### src/rtl/mem_arb_pkg.sv
// Shared types and default widths for the IFU/LSU memory arbiter.
// Round-robin grant is selected with MEM_ARB_RR_EN (fixed LSU priority otherwise).
package mem_arb_pkg;

  localparam int DEF_ADDR_W = 64;
  localparam int DEF_DATA_W = 64;

  typedef enum logic [1:0] {
    ST_IDLE = 2'd0,
    ST_REQ  = 2'd1,
    ST_WAIT = 2'd2
  } state_t;

  typedef enum logic {
    OWN_IFU = 1'b0,
    OWN_LSU = 1'b1
  } owner_t;

endpackage

### src/rtl/mem_arb_grant.sv
// Combinational grant between IFU and LSU requests.
// MEM_ARB_RR_EN: on contention grant the requester that did not win last time.
module mem_arb_grant
  import mem_arb_pkg::*;
(
  input  logic   ifu_valid,
  input  logic   lsu_valid,
`ifdef MEM_ARB_RR_EN
  input  owner_t last_owner,
`endif
  output logic   grant_ifu,
  output logic   grant_lsu
);

  always_comb begin
    grant_ifu = 1'b0;
    grant_lsu = 1'b0;
    if (ifu_valid && lsu_valid) begin
`ifdef MEM_ARB_RR_EN
      grant_ifu = (last_owner == OWN_LSU);
      grant_lsu = (last_owner == OWN_IFU);
`else
      grant_lsu = 1'b1;
`endif
    end else begin
      grant_ifu = ifu_valid;
      grant_lsu = lsu_valid;
    end
  end

endmodule

### src/rtl/mem_arbiter.sv
// Shares one memory port between IFU fetch and LSU load/store, one transaction in flight.
// Define MEM_ARB_RR_EN for round-robin grant; default is fixed LSU priority.
//
// state   | meaning
// IDLE    | no transaction; grant one requester and latch its payload
// REQ     | mem_req_valid held with latched payload until mem_req_ready
// WAIT    | waiting for mem_resp_valid, then pulse owner's resp_valid
module mem_arbiter
  import mem_arb_pkg::*;
#(
  parameter int ADDR_W = DEF_ADDR_W,
  parameter int DATA_W = DEF_DATA_W,
  parameter int MASK_W = DATA_W / 8
) (
  input  logic              clk,
  input  logic              rst,
  input  logic              ifu_req_valid,
  output logic              ifu_req_ready,
  input  logic [ADDR_W-1:0] ifu_req_addr,
  output logic              ifu_resp_valid,
  output logic [DATA_W-1:0] ifu_resp_data,
  input  logic              lsu_req_valid,
  output logic              lsu_req_ready,
  input  logic [ADDR_W-1:0] lsu_req_addr,
  input  logic              lsu_req_wen,
  input  logic [DATA_W-1:0] lsu_req_wdata,
  input  logic [MASK_W-1:0] lsu_req_wmask,
  output logic              lsu_resp_valid,
  output logic [DATA_W-1:0] lsu_resp_data,
  output logic              mem_req_valid,
  input  logic              mem_req_ready,
  output logic [ADDR_W-1:0] mem_req_addr,
  output logic              mem_req_wen,
  output logic [DATA_W-1:0] mem_req_wdata,
  output logic [MASK_W-1:0] mem_req_wmask,
  input  logic              mem_resp_valid,
  input  logic [DATA_W-1:0] mem_resp_data
);

  state_t              state_q, state_d;
  owner_t              owner_q, owner_d;
  logic [ADDR_W-1:0]   addr_q, addr_d;
  logic                wen_q, wen_d;
  logic [DATA_W-1:0]   wdata_q, wdata_d;
  logic [MASK_W-1:0]   wmask_q, wmask_d;
  logic                ifu_resp_valid_q, ifu_resp_valid_d;
  logic                lsu_resp_valid_q, lsu_resp_valid_d;
  logic [DATA_W-1:0]   ifu_resp_data_q, ifu_resp_data_d;
  logic [DATA_W-1:0]   lsu_resp_data_q, lsu_resp_data_d;
  logic                grant_ifu, grant_lsu;
`ifdef MEM_ARB_RR_EN
  owner_t              last_owner_q, last_owner_d;
`endif

  mem_arb_grant u_grant (
    .ifu_valid  (ifu_req_valid),
    .lsu_valid  (lsu_req_valid),
`ifdef MEM_ARB_RR_EN
    .last_owner (last_owner_q),
`endif
    .grant_ifu  (grant_ifu),
    .grant_lsu  (grant_lsu)
  );

  always_comb begin
    state_d          = state_q;
    owner_d          = owner_q;
    addr_d           = addr_q;
    wen_d            = wen_q;
    wdata_d          = wdata_q;
    wmask_d          = wmask_q;
    ifu_resp_valid_d = 1'b0;
    lsu_resp_valid_d = 1'b0;
    ifu_resp_data_d  = ifu_resp_data_q;
    lsu_resp_data_d  = lsu_resp_data_q;
`ifdef MEM_ARB_RR_EN
    last_owner_d     = last_owner_q;
`endif
    ifu_req_ready    = 1'b0;
    lsu_req_ready    = 1'b0;
    mem_req_valid    = 1'b0;
    unique case (state_q)
      ST_IDLE: begin
        // Readies are held low while reset is asserted so no handshake can be seen.
        ifu_req_ready = grant_ifu & rst;
        lsu_req_ready = grant_lsu & rst;
        if (grant_lsu) begin
          addr_d  = lsu_req_addr;
          wen_d   = lsu_req_wen;
          wdata_d = lsu_req_wdata;
          wmask_d = lsu_req_wmask;
          owner_d = OWN_LSU;
          state_d = ST_REQ;
`ifdef MEM_ARB_RR_EN
          last_owner_d = OWN_LSU;
`endif
        end else if (grant_ifu) begin
          addr_d  = ifu_req_addr;
          wen_d   = 1'b0;
          wdata_d = '0;
          wmask_d = '0;
          owner_d = OWN_IFU;
          state_d = ST_REQ;
`ifdef MEM_ARB_RR_EN
          last_owner_d = OWN_IFU;
`endif
        end
      end
      ST_REQ: begin
        mem_req_valid = 1'b1;
        if (mem_req_ready) state_d = ST_WAIT;
      end
      ST_WAIT: begin
        if (mem_resp_valid) begin
          if (owner_q == OWN_LSU) begin
            lsu_resp_data_d  = mem_resp_data;
            lsu_resp_valid_d = 1'b1;
          end else begin
            ifu_resp_data_d  = mem_resp_data;
            ifu_resp_valid_d = 1'b1;
          end
          state_d = ST_IDLE;
        end
      end
      default: state_d = ST_IDLE;
    endcase
  end

  always_ff @(posedge clk or negedge rst) begin
    if (!rst) begin
      state_q          <= ST_IDLE;
      owner_q          <= OWN_LSU;
      addr_q           <= '0;
      wen_q            <= 1'b0;
      wdata_q          <= '0;
      wmask_q          <= '0;
      ifu_resp_valid_q <= 1'b0;
      lsu_resp_valid_q <= 1'b0;
      ifu_resp_data_q  <= '0;
      lsu_resp_data_q  <= '0;
`ifdef MEM_ARB_RR_EN
      last_owner_q     <= OWN_LSU;
`endif
    end else begin
      state_q          <= state_d;
      owner_q          <= owner_d;
      addr_q           <= addr_d;
      wen_q            <= wen_d;
      wdata_q          <= wdata_d;
      wmask_q          <= wmask_d;
      ifu_resp_valid_q <= ifu_resp_valid_d;
      lsu_resp_valid_q <= lsu_resp_valid_d;
      ifu_resp_data_q  <= ifu_resp_data_d;
      lsu_resp_data_q  <= lsu_resp_data_d;
`ifdef MEM_ARB_RR_EN
      last_owner_q     <= last_owner_d;
`endif
    end
  end

  assign mem_req_addr   = addr_q;
  assign mem_req_wen    = wen_q;
  assign mem_req_wdata  = wdata_q;
  assign mem_req_wmask  = wmask_q;
  assign ifu_resp_valid = ifu_resp_valid_q;
  assign lsu_resp_valid = lsu_resp_valid_q;
  assign ifu_resp_data  = ifu_resp_data_q;
  assign lsu_resp_data  = lsu_resp_data_q;

endmodule
### config.mk
export PLATFORM = sky130hd
export DESIGN_NAME = mem_arbiter
export DESIGN_NICKNAME = d
export VERILOG_FILES = /design/src/rtl/mem_arb_pkg.sv /design/src/rtl/mem_arb_grant.sv /design/src/rtl/mem_arbiter.sv
export SDC_FILE = /design/constraint.sdc
export NUM_CORES = 1
export LEC_CHECK = 0
export ABC_AREA = 1
export BUFFER_PORTS_ARGS = -buffer_cell sky130_fd_sc_hd__buf_2
export CAP_MARGIN = 20
export CORE_AREA = 2 2 208 210
export DETAILED_ROUTE_END_ITERATION = 8
export DIE_AREA = 0 0 210 212
export GPL_TIMING_DRIVEN = 0
export PLACE_DENSITY_LB_ADDON = 0.15
export SYNTH_ARGS = -nofsm -noshare
export SYNTH_HDL_FRONTEND = slang
export SYNTH_HIERARCHICAL = 1
export SYNTH_SLANG_ARGS = --single-unit
### constraint.sdc
create_clock -name clk -period 2.02 [get_ports clk]
set_input_delay 0.303 -clock clk [delete_from_list [all_inputs] [get_ports clk]]
set_output_delay 0.303 -clock clk [all_outputs]
set_load 0.02 [all_outputs]
; ---- Word level (Yosys, flattened, before mapping)
; Index checks and enable logic that the tools add are counted.
[classes]
addsub = 0
n_mul = 0
div_mod_pow = 0
order_cmp = 0
eq_ne = 5
shift = 0
mux = 25
bitwise = 3
reduce_logical = 7
[ops]
columns = operator, count
row1 = 64-bit two-way mux, 4
row2 = 8-bit two-way mux, 2
row3 = 1-bit two-way mux, 14
row4 = 3-bit AND reduction, 3
row5 = 2-bit two-way mux, 4
row6 = 2-bit case mux with 3 select lines, 1
row7 = 2-bit inequality test (second input constant), 2
row8 = 3-bit inequality test (second input constant), 1
row9 = 1-bit AND, 2
row10 = 2-bit by 1-bit == test with 1-bit output (second input constant), 1
row11 = 2-bit == test (second input constant), 1
row12 = 2-bit zero test, 1
row13 = 2-bit AND reduction, 1
row14 = 2-bit nonzero test, 1
row15 = 1-bit logical AND, 1
row16 = 1-bit inverter, 1
[word_totals]
reg_bits = 270
latchBits = 0
mem_bits_rw = 0
mem_bits_ro = 0
in_bits = 271
out_inout_bits = 270
n_memories = 0

; ---- Longest topological paths before layout
[logic_depth]
ltp_word = 5
ltp_mapped = 9
depth_no_buf = 7

; ---- Cells and area by module
; The synthesis kept the hierarchy.
[by_module_without_submodules]
columns = module, n_inst, cells_each, area_per_inst_um2, seq_area_each_um2
row1 = mem_arbiter, 1, 1373, 11215.8, 6757.7
row2 = mem_arb_grant, 1, 3, 11.3, 0.0

; ---- Worst setup path before layout
; OpenSTA, ideal clock, no wires.
[synth_timing]
path_kind = in2out
from = input port lsu_req_valid
to = output port lsu_req_ready
arrival_ns = 1.113
required_time_ns = 1.717
path_slack_ns = 0.604
path_stages = 4
n_path_buf = 2
path_cell_list = clkbuf_1 -> clkbuf_1 -> nand2_1 -> nor2_1
[synth_via]
elab_chain_cells = 4
[synth_rtl]
columns = element, line_no
row1 = start: declaration, mem_arbiter.sv:22  ; input logic lsu_req_valid,
row2 = 1-bit logical AND, mem_arb_grant.sv:18  ; if (ifu_valid && lsu_valid) begin
row3 = 1-bit two-way mux *, mem_arb_grant.sv:18
row4 = 1-bit AND *, mem_arbiter.sv:86  ; lsu_req_ready = grant_lsu & rst;
row5 = 1-bit two-way mux *, mem_arbiter.sv:82  ; unique case (state_q)
row6 = end: declaration, mem_arbiter.sv:23  ; output logic lsu_req_ready,
; Mark *: on every way between the ends. The rest lies on a longest branch, timed or not.

; ---- Final worst setup path
[layout_timing]
from = register state_q[1]
to = output port ifu_req_ready
[layout_via]
elab_chain_cells = 2
[layout_rtl]
columns = element, line_no
row1 = start: declaration, mem_arbiter.sv:40  ; state_t state_q, state_d;
row2 = start signal: assignment, mem_arbiter.sv:145  ; state_q <= state_d;
row3 = 2-bit zero test, mem_arbiter.sv:82
row4 = 1-bit two-way mux, mem_arbiter.sv:82
row5 = end: declaration, mem_arbiter.sv:18  ; output logic ifu_req_ready,
; Every way passes these cells.

==> out/qor.yml <==
initial_core_util: 0.264
crit_path_end_kind: "primary output"
dp.cells: 2464
vias: 11400
hold_path_class: "primary input to asynchronous set/reset pin"
placed_area_um2: 14700
worstMarginPinSlew_ps: 581
final_cell_count_no_fill: 2655
die_w_um: 210
placementRows: 76
gp_congestion: 0.868
grt_pass1_wl_um: 67400
die_h_um: 212
final_common_cell: "nand2_1"
dieArea_um2: 44500
antenna_found_initial: 7
drive_gt1_frac: 0.318
r2r-start: "state_q[1]"
clock_skew_ps: 10.9
crit_arrival_ps: 1600
first_pass_iters: 5
synth-seq-cells: 270
swShare: 0.431
sequential_cell_area_um2: 6760
yosysSeqAreaShare: 0.602
postCtsHoldBufs: 126
finalCritPeriodShare: 0.942
met1_usage: 0.241
power_switching_uw: 11500
violations: "hold timing"
grtUsageTotal: 0.197
p_leak_uw: 0.0100
rsz0062_at_grt: "false"
coreArea_um2: 42500
clk_path_buf_depth: 3
setup_tns_ps: 0
multi_input_area_um2: 3990
hpwl_um: 33400
relSlewSlack: 0.613
cp-startpoint: "state_q[1]"
grt.overflow.total: 0
p_int_uw: 15100
drc: 0
fin_area_um2: 17100
criticalPathCategory: "flip-flop to primary output"
syn_area_um2: 11200
ir_drop_mv: 0.624
clockRootBuffer: "clkbuf_16"
yosysWarnings: 6
clock_sinks: 270
final_core_util: 0.402
fillerInstances: 4478
max_cap_viol_count: 0
finalHoldViolCount: 63
p_per_area_nw_per_um2: 1550
combPwrFrac: 0.431
pin_count: 541
first_global_vias: 11600
viasPerCell: 4.31
synth_nets: 1647
path_max_fanout: 4
status: "finished, violations left"
period_minus_slack_ps: 1900
mostFrequentLayoutCells: "nand2_1 (860), buf_2 (591), dfrtp_1 (269)"
detail-route-antenna-nets: 0
wl_per_cell_um: 16.8
fin_nets: 2354
totalWireLength_um: 44600
syn_to_final_growth_pct: 52.3
worst_ep_required_time_ps: 1720
grt_busiest_layer: "met2"
seq_power_share: 0.344
clockPowerShare: 0.224
clk_pin_slew_ps: 60
worstSkewPairLatency_ps: 530
place_ws_ps: -222
grt_max_degree: 100
cts-buffers-inserted: 34
use_met3: 0.0588
finalSetupViolations: 0
synth_cells: 1376
synth_cell_types: 14
fmax_ghz: 0.526
finalWorstSetupSlack_ps: 117
gr-usage-met2: 0.335
holdWs_ps: -327
port-buffer-count: 540
syn_avg_cell_area_um2: 8.16
cts_tree: "yes"
drt_iter0_drc: 705
drv_slew: 0
h-tree-depth: 2
start_kind: "flip-flop"
==> cell families (layout without fill, tap and decap cells) <==
kind of cell           count (synthesis)  in the layout  synth area share
buffers and inverters                 96            825            0.0439
AND/OR/NAND/NOR                     1008           1008             0.353
other                                  0              4                 0
flip-flops                           270            270             0.602
AO/OA/AOI/OAI                          2              2          0.000892
==> state kept, by name (all words and copies together) (netlist names) <==
register        flops
mem_req_addr       64
mem_req_wen         1
lsu_resp_valid      1
mem_req_wmask       8
mem_req_wdata      64
owner_q             1
state_q             2
ifu_resp_valid      1
ifu_resp_data      64
lsu_resp_data      64
==> synth_stat cells <==
cell / number / share of area
nand2_1: 861 / 0.29
dfrtp_1: 269 / 0.60
nand3_1: 137 / 0.061
buf_2: 55 / 0.025
buf_4: 17 / 0.011
clkbuf_1: 14 / 0.0047
inv_1: 9 / 0.0030
nor2_1: 7 / 0.0023
o21ai_0: 2 / 0.00089
dfstp_2: 1 / 0.0023
inv_2: 1 / 0.00033
nor2_2: 1 / 0.00056
nor2_4: 1 / 0.0010
nor3_1: 1 / 0.00045
==> power groups by stage <==
stage | combinational, µW | clock (µW) | sequential [µW]
2_1_floorplan | 3630 | 0 | 12100
3_3_place_gp | 11200 | 0 | 9150
3_5_place_dp | 11300 | 0 | 9170
4_1_cts | 11600 | 6150 | 9160
5_1_grt | 12600 | 6380 | 9450
6_report | 11500 | 5950 | 9150
==> area by class of cell <==
class / count / share of cell area
clock inverter: 7 / 0.00542
sequential: 270 / 0.395
inverter: 10 / 0.00220
tap: 546 / 0.0400
clock buffer: 51 / 0.0571
antenna: 4 / 0.000585
buffer: 86 / 0.0273
timing repair buffer: 671 / 0.239
multi-input combinational: 1010 / 0.233
==> per-stage QoR <==
stage / hold WS, ps / power (µW)
CTS: -272 / 26900
floorplan: 7.41 / 15700
global placement: 449 / 20400
finish: -327 / 26600
global route: -325 / 28400
detailed placement: 297 / 20500
==> critical path, stage by stage (launching register included) <==
cell     delay (ps)
dfrtp_1         430
inv_1           120
nand2_2         130
nor3_1          180
buf_4           210
==> path summary, 6_finish.rpt <==
| check | end | slack [ps] | depth (start not counted) |
|---|---|---|---|
| max in group asynchronous | mem_req_wmask[0] | 1450 | 2 |
| max | ifu_req_ready | 120 | 4 |
| min | lsu_resp_data[27] | -330 | 1 |
| max reg2reg | mem_req_addr[32] | 390 | 7 |
| min in group clk | lsu_resp_data[16] | 30 | 3 |
| min reg2reg | mem_req_wmask[6] | 460 | 2 |
==> repair_timing <==
item                                   in CTS  in global routing
endpoints found under the hold margin     205                 63
resized for setup                           8                  3
pin swaps                                   1                  0
buffers inserted                            2                  0
cloned                                      1                  0
setup endpoints to repair                   2                  2
==> layer usage <==
metal  part of all wire  wire length (µm)
met3              0.072              3220
met4              0.024              1080
met1               0.42             18700
met5             0.0011                48
met2               0.48             21500
Note: power is estimated with default switching activity, not from simulation.
